$ cat config.mk
export PLATFORM = sky130hd
export DESIGN_NAME = ex_mdu
export DESIGN_NICKNAME = d
export VERILOG_FILES = /design/src/rtl/mdu_pkg.sv /design/src/rtl/mdu_div_core.sv /design/src/rtl/ex_mdu.sv
export SDC_FILE = /design/constraint.sdc
export NUM_CORES = 1
export LEC_CHECK = 0
export CORE_UTILIZATION = 45
export CTS_BUF_LIST = sky130_fd_sc_hd__clkbuf_16
export CTS_CLUSTER_SIZE = 10
export DETAILED_ROUTE_END_ITERATION = 10
export PLACE_DENSITY = 0.61
export SLEW_MARGIN = 40
export SYNTH_ARGS = -nofsm -noshare
export SYNTH_HDL_FRONTEND = slang
export SYNTH_SLANG_ARGS = --single-unit
$ cat constraint.sdc
create_clock -name clk -period 7.8 [get_ports clk]
set_input_delay 1.56 -clock clk [delete_from_list [all_inputs] [get_ports clk]]
set_output_delay 1.56 -clock clk [all_outputs]
set_load 0.005 [all_outputs]
$ cat src/rtl/mdu_pkg.sv
// Shared encodings and constants for the EX-stage RV32M multiply/divide unit.
package mdu_pkg;

    localparam logic [2:0] MUL    = 3'd0;
    localparam logic [2:0] MULH   = 3'd1;
    localparam logic [2:0] MULHSU = 3'd2;
    localparam logic [2:0] MULHU  = 3'd3;
    localparam logic [2:0] DIV    = 3'd4;
    localparam logic [2:0] DIVU   = 3'd5;
    localparam logic [2:0] REM    = 3'd6;
    localparam logic [2:0] REMU   = 3'd7;

    localparam logic [31:0] DIV_OVF_A = 32'h8000_0000;
    localparam logic [31:0] ALL_ONES  = 32'hFFFF_FFFF;

    typedef enum logic [1:0] {
        IDLE = 2'd0,
        CALC = 2'd1,
        DONE = 2'd2
    } mdu_state_e;

endpackage

$ cat src/rtl/mdu_div_core.sv
// Restoring divider datapath: operand magnitudes on load, one quotient bit per
// step, sign fix-up applied combinationally on the outputs.
module mdu_div_core
    import mdu_pkg::*;
#(
    parameter int XLEN = 32
) (
    input  logic            clk,
    input  logic            rstn,
    input  logic            load,
    input  logic            step,
    input  logic            is_signed,
    input  logic [XLEN-1:0] a,
    input  logic [XLEN-1:0] b,
    output logic [XLEN-1:0] quotient,
    output logic [XLEN-1:0] remainder
);

    logic [XLEN-1:0] quo_q, quo_d;
    logic [XLEN-1:0] rem_q, rem_d;
    logic [XLEN-1:0] dvs_q, dvs_d;
    logic            neg_quo_q, neg_quo_d;
    logic            neg_rem_q, neg_rem_d;
    logic [XLEN:0]   rem_shift;
    logic [XLEN:0]   diff;

    // rem < divisor always holds, so a 33-bit difference keeps its top bit as the borrow.
    assign rem_shift = {rem_q, quo_q[XLEN-1]};
    assign diff      = rem_shift - {1'b0, dvs_q};

    always_comb begin
        quo_d     = quo_q;
        rem_d     = rem_q;
        dvs_d     = dvs_q;
        neg_quo_d = neg_quo_q;
        neg_rem_d = neg_rem_q;
        if (load) begin
            quo_d     = (is_signed && a[XLEN-1]) ? -a : a;
            dvs_d     = (is_signed && b[XLEN-1]) ? -b : b;
            rem_d     = '0;
            neg_quo_d = is_signed && (a[XLEN-1] ^ b[XLEN-1]);
            neg_rem_d = is_signed && a[XLEN-1];
        end else if (step) begin
            if (!diff[XLEN]) begin
                rem_d = diff[XLEN-1:0];
                quo_d = {quo_q[XLEN-2:0], 1'b1};
            end else begin
                rem_d = rem_shift[XLEN-1:0];
                quo_d = {quo_q[XLEN-2:0], 1'b0};
            end
        end
    end

    always_ff @(posedge clk or negedge rstn) begin
        if (!rstn) begin
            quo_q     <= '0;
            rem_q     <= '0;
            dvs_q     <= '0;
            neg_quo_q <= 1'b0;
            neg_rem_q <= 1'b0;
        end else begin
            quo_q     <= quo_d;
            rem_q     <= rem_d;
            dvs_q     <= dvs_d;
            neg_quo_q <= neg_quo_d;
            neg_rem_q <= neg_rem_d;
        end
    end

    assign quotient  = neg_quo_q ? -quo_q : quo_q;
    assign remainder = neg_rem_q ? -rem_q : rem_q;

endmodule

$ cat src/rtl/ex_mdu.sv
// EX-stage iterative multiply/divide unit: fixed 33-cycle latency for real work,
// immediate completion for divide-by-zero and signed overflow.
module ex_mdu
    import mdu_pkg::*;
#(
    parameter int XLEN = 32
) (
    input  logic            clk,
    input  logic            rstn,
    input  logic            start,
    input  logic [2:0]      op,
    input  logic [XLEN-1:0] a,
    input  logic [XLEN-1:0] b,
    input  logic            flush,
    output logic            busy,
    output logic            valid,
    output logic [XLEN-1:0] result,
    output mdu_state_e      state_dbg
);

    localparam int CNT_W = $clog2(XLEN + 1);
    localparam logic [CNT_W-1:0] LAST_ITER = CNT_W'(XLEN);

    mdu_state_e        state_q, state_d;
    logic [CNT_W-1:0]  cnt_q, cnt_d;
    logic [2:0]        op_q, op_d;
    logic [2*XLEN-1:0] mcand_q, mcand_d;
    logic [2*XLEN-1:0] acc_q, acc_d;
    logic [XLEN:0]     mplier_q, mplier_d;
    logic [XLEN-1:0]   result_q, result_d;

    logic              accept, a_signed, b_signed, div_signed, div_zero, div_ovf;
    logic              div_load, div_step;
    logic [2*XLEN-1:0] prod;
    logic [XLEN-1:0]   div_quo, div_rem;

    // Handshake: start is taken in IDLE (flush low); busy stalls the pipe from that
    // cycle through CALC; valid pulses one cycle in DONE with result already final.
    assign accept     = (state_q == IDLE) && start && !flush;
    assign a_signed   = (op == MULH) || (op == MULHSU);
    assign b_signed   = (op == MULH);
    assign div_signed = (op == DIV) || (op == REM);
    assign div_zero   = op[2] && (b == '0);
    assign div_ovf    = div_signed && (a == DIV_OVF_A) && (b == ALL_ONES);

    // Bit 32 of the extended multiplier is its sign: it weighs -2^32, hence a subtract.
    assign prod = mplier_q[0] ? (acc_q - mcand_q) : acc_q;

    mdu_div_core #(.XLEN(XLEN)) u_div (
        .clk       (clk),
        .rstn      (rstn),
        .load      (div_load),
        .step      (div_step),
        .is_signed (div_signed),
        .a         (a),
        .b         (b),
        .quotient  (div_quo),
        .remainder (div_rem)
    );

    always_comb begin
        state_d  = state_q;
        cnt_d    = cnt_q;
        op_d     = op_q;
        mcand_d  = mcand_q;
        mplier_d = mplier_q;
        acc_d    = acc_q;
        result_d = result_q;
        div_load = 1'b0;
        div_step = 1'b0;
        case (state_q)
            IDLE: begin
                if (accept) begin
                    op_d  = op;
                    cnt_d = '0;
                    if (div_zero) begin
                        result_d = op[1] ? a : ALL_ONES;
                        state_d  = DONE;
                    end else if (div_ovf) begin
                        result_d = op[1] ? '0 : DIV_OVF_A;
                        state_d  = DONE;
                    end else begin
                        mcand_d  = a_signed ? {{XLEN{a[XLEN-1]}}, a} : {{XLEN{1'b0}}, a};
                        mplier_d = {b_signed & b[XLEN-1], b};
                        acc_d    = '0;
                        div_load = 1'b1;
                        state_d  = CALC;
                    end
                end
            end
            CALC: begin
                if (cnt_q != LAST_ITER) begin
                    if (mplier_q[0]) begin
                        acc_d = acc_q + mcand_q;
                    end
                    mcand_d  = mcand_q << 1;
                    mplier_d = mplier_q >> 1;
                    div_step = op_q[2];
                    cnt_d    = cnt_q + CNT_W'(1);
                end else begin
                    if (op_q[2]) begin
                        result_d = op_q[1] ? div_rem : div_quo;
                    end else begin
                        result_d = (op_q == MUL) ? prod[XLEN-1:0] : prod[2*XLEN-1:XLEN];
                    end
                    state_d = DONE;
                end
            end
            DONE: begin
                state_d = IDLE;
            end
            default: begin
                state_d = IDLE;
            end
        endcase
        if (flush) begin
            state_d  = IDLE;
            result_d = result_q;
        end
    end

    always_ff @(posedge clk or negedge rstn) begin
        if (!rstn) begin
            state_q  <= IDLE;
            cnt_q    <= '0;
            op_q     <= '0;
            mcand_q  <= '0;
            mplier_q <= '0;
            acc_q    <= '0;
            result_q <= '0;
        end else begin
            state_q  <= state_d;
            cnt_q    <= cnt_d;
            op_q     <= op_d;
            mcand_q  <= mcand_d;
            mplier_q <= mplier_d;
            acc_q    <= acc_d;
            result_q <= result_d;
        end
    end

    assign busy      = rstn && (accept || (state_q == CALC));
    assign valid     = (state_q == DONE) && !flush;
    assign result    = result_q;
    assign state_dbg = state_q;

endmodule
==> flow_summary.ini <==
[status]
status = finished, final reports clean

[clocking]
root_buffer = clkbuf_16
clockBufferDepth = 3
cts_resized = 0
h-tree-depth = 2
cts_tree = built
cts-buffers-inserted = 40
cts.hold.buffers_added = 0
clk_pin_slew_ns = 0.05
postCtsSetupBuffers = 0
cts_sinks = 302
insertion_delay_ns = 0.60

[placement]
gp_congestion = 1.022
numPortBuffers = 106
place_area_um2 = 27660
dp_cells = 4104
hpwl_mm = 83.66
pre_cts_ws_ns = 1.673

[synth]
ys_types = 90
synthCells = 3420
ys_ff_latch = 302
async_flop_share_pct = 100.0
synth.cell_area_um2 = 26090
synth_top_area_share_pct = 28.96
syn-num-nets = 3659
yosysWarnings = 0
synth.area.top_cells = dfrtp_1 (29%), ha_1 (7.9%), nand2_1 (6.3%)
synth_edf_count = 0
yosysSeqAreaShare_pct = 28.96
ys.flop_type = dfrtp_1
yosys.area.top_type = dfrtp_1
avgSynthCellArea_um2 = 7.629

[finish]
fin_nets = 3629
mostFrequentLayoutCell = nand2_1
design_area_um2 = 28930
final_cell_mix = nand2_1 (436), a21oi_1 (316), nor2_1 (311)
drive_gt1_share_pct = 4.359
finalNonFillerCells = 4174
diodes = 0
syn_to_final_growth_pct = 10.87

[pwr]
power_density_nw_per_um2 = 494.8
power_leakage_nw = 12.32
p_total_mw = 14.31
peakVddDrop_mv = 0.2135

[worst_setup_path]
path_class = input pin to flip-flop
timing.rr.start = mcand_q[21]$_DFFE_PN0P_
cp-startpoint = a[0]
rr_endpoint = acc_q[63]$_DFFE_PN0P_
critPathLaunchType = input pin
worstPathArrival_ns = 6.12
cp-end-kind = flip-flop
r2r_slack_ns = 2.97
path_max_fanout = 66
reg2regPathDepth = 13
critPathRequiredTime_ns = 8.33

[grt]
grt_max_degree = 111
grt_pass1_wl_mm = 163.4
grt-ovfl-total = 0
grt_pass1_vias = 25340
grt_usage_pct = 36.52
grt_antenna_before_repair = 1

[timing]
finalCritPeriodShare_pct = 71.61
tightest_slew_ns = 0.8199
drv_slew = 0
fmax_ghz = 0.1790
setup_tns_ns = 0
hold_violations = 0
layout_setup_ws_ns = 2.214
report.final.setup_viol = 0
finClkSkew_ns = 0.02256
layout_min_cycle_time_ns = 5.586
relSlewSlack_pct = 45.28
rsz0062_at_grt = false

[route]
post_drt_wl_per_cell_um = 26.11
drcViolationCount = 0
vias = 26480
via_per_inst = 6.344
drt_first_iter_violations = 2833
wirelength_mm = 109.0
dr.pass1.iters = 6
detail-route-antenna-nets = 0

[job]
cap_violations = 0

[floorplan]
chipHeight_um = 242.8
die_x_um = 242.8
initial_core_util_pct = 45.92
dieArea_um2 = 58950
row_count = 87
ios = 107
coreArea_um2 = 56820

[worst_hold_path]
worstHoldStart = mplier_q[32]$_DFFE_PN0P_
whs_path_depth = 1
worst_hold_path.endpoint = mplier_q[32]$_DFFE_PN0P_
hp-class = flip-flop to flip-flop
[synthesized netlist by cell type, types with 8 or more instances]
| cell type | instances |
|---|---|
| or2_2 | 15 |
| o21a_1 | 20 |
| ha_1 | 165 |
| o41ai_1 | 14 |
| nand4_1 | 34 |
| nand2b_1 | 25 |
| o21bai_1 | 48 |
| a221o_1 | 28 |
| buf_2 | 19 |
| inv_1 | 185 |
| nor3_1 | 67 |
| mux2i_1 | 46 |
| a31oi_1 | 91 |
| o21ai_0 | 307 |
| nor2_1 | 315 |
| xnor2_1 | 179 |
| a311oi_1 | 9 |
| nor2b_1 | 33 |
| nand3_1 | 63 |
| buf_1 | 8 |
| a21o_1 | 42 |
| clkbuf_1 | 176 |
| nor4_1 | 27 |
| or3_1 | 37 |
| nand2_1 | 438 |
| a221oi_1 | 9 |
| dfrtp_1 | 302 |
| and3_1 | 12 |
| a2111oi_0 | 13 |
| a211oi_1 | 16 |
| a21oi_1 | 317 |
| o211ai_1 | 28 |
| o221ai_1 | 13 |
| o31ai_1 | 82 |
| or4_1 | 20 |
| xor2_1 | 83 |
| and2_1 | 9 |
[worst max-delay path, stage by stage]
cell,delay [ns]
clkdlybuf4s50_1,0.53
inv_1,0.18
ha_1,0.18
or3b_1,0.39
nor3_2,0.25
or4b_1,0.55
or4_4,0.59
o22ai_4,0.22
inv_1,0.11
and2_2,0.20
buf_4,0.29
nor2_4,0.15
buf_4,0.55
nand2_1,0.11
o21ai_0,0.10
a31o_2,0.13
[cell type report]
| class | instances | area [µm²] |
|---|---|---|
| clock inverter | 29 | 227.7 |
| sequential | 302 | 7560 |
| timing repair buffer | 134 | 1333 |
| fill | 5608 | 27890 |
| multi-input combinational | 2721 | 17120 |
| clock buffer | 41 | 1026 |
| inverter | 191 | 716.9 |
| tap | 756 | 945.9 |
[power by group]
group / internal [mW] / switching, mW / leakage (nW)
registers: 2.24 / 1.06 / 3.77
logic: 3.29 / 5.89 / 7.88
clock network: 1.05 / 0.783 / 0.674
[kinds of logic after synthesis]
group,after synthesis,synth area share (%)
and+or+nand+nor,1125,19.55
AOI/OAI and AO/OA,1114,26.58
buffers and inverters,397,5.860
DFF,302,28.96
xor gates and xnor gates,262,8.794
adders and majority gates,168,8.142
muxes,52,2.110
[registers in the layout, indices dropped and copies added, names as in the netlist, 6 cells and up]
name,count
mplier_q,33
acc_q,64
result,32
cnt_q,6
u_div.quo_q,32
u_div.rem_q,32
u_div.dvs_q,32
mcand_q,64
[metrics by stage]
| stage | hold WS (ns) | utilization, % |
|---|---|---|
| after floorplan | 0.4543 | - |
| final | 0.5127 | 50.91 |
| after detailed placement | 0.5068 | 48.68 |
| after global placement | 0.4925 | 48.58 |
| after global routing | 0.5393 | 50.91 |
| after CTS | 0.5195 | 50.88 |
[per-layer routing]
metal / GRT usage (%) / vias up / part of all wire (%) / wire length, µm
met5: 0 / - / 0.033 / 36
met1: 47.32 / 12920 / 41 / 44450
met2: 59.75 / 1174 / 47 / 50780
met4: 19.11 / 2 / 5.9 / 6376
met3: 4.235 / 265 / 6.7 / 7329
li1: - / 12120 / - / -
[how the worst max path moves through the flow]
stage                                  endpoint  slack, ns  depth (start not counted)
floorplan                result[17]$_DFFE_PN0P_       3.21                         12
global placement    u_div.rem_q[30]$_DFFE_PN0P_       1.74                         16
detailed placement  u_div.rem_q[30]$_DFFE_PN0P_       1.67                         16
CTS                 u_div.rem_q[30]$_DFFE_PN0P_       2.29                         16
global route        u_div.rem_q[30]$_DFFE_PN0P_       1.95                         16
finish              u_div.rem_q[30]$_DFFE_PN0P_       2.21                         16
No activity file was read; power rests on OpenSTA's default activity.
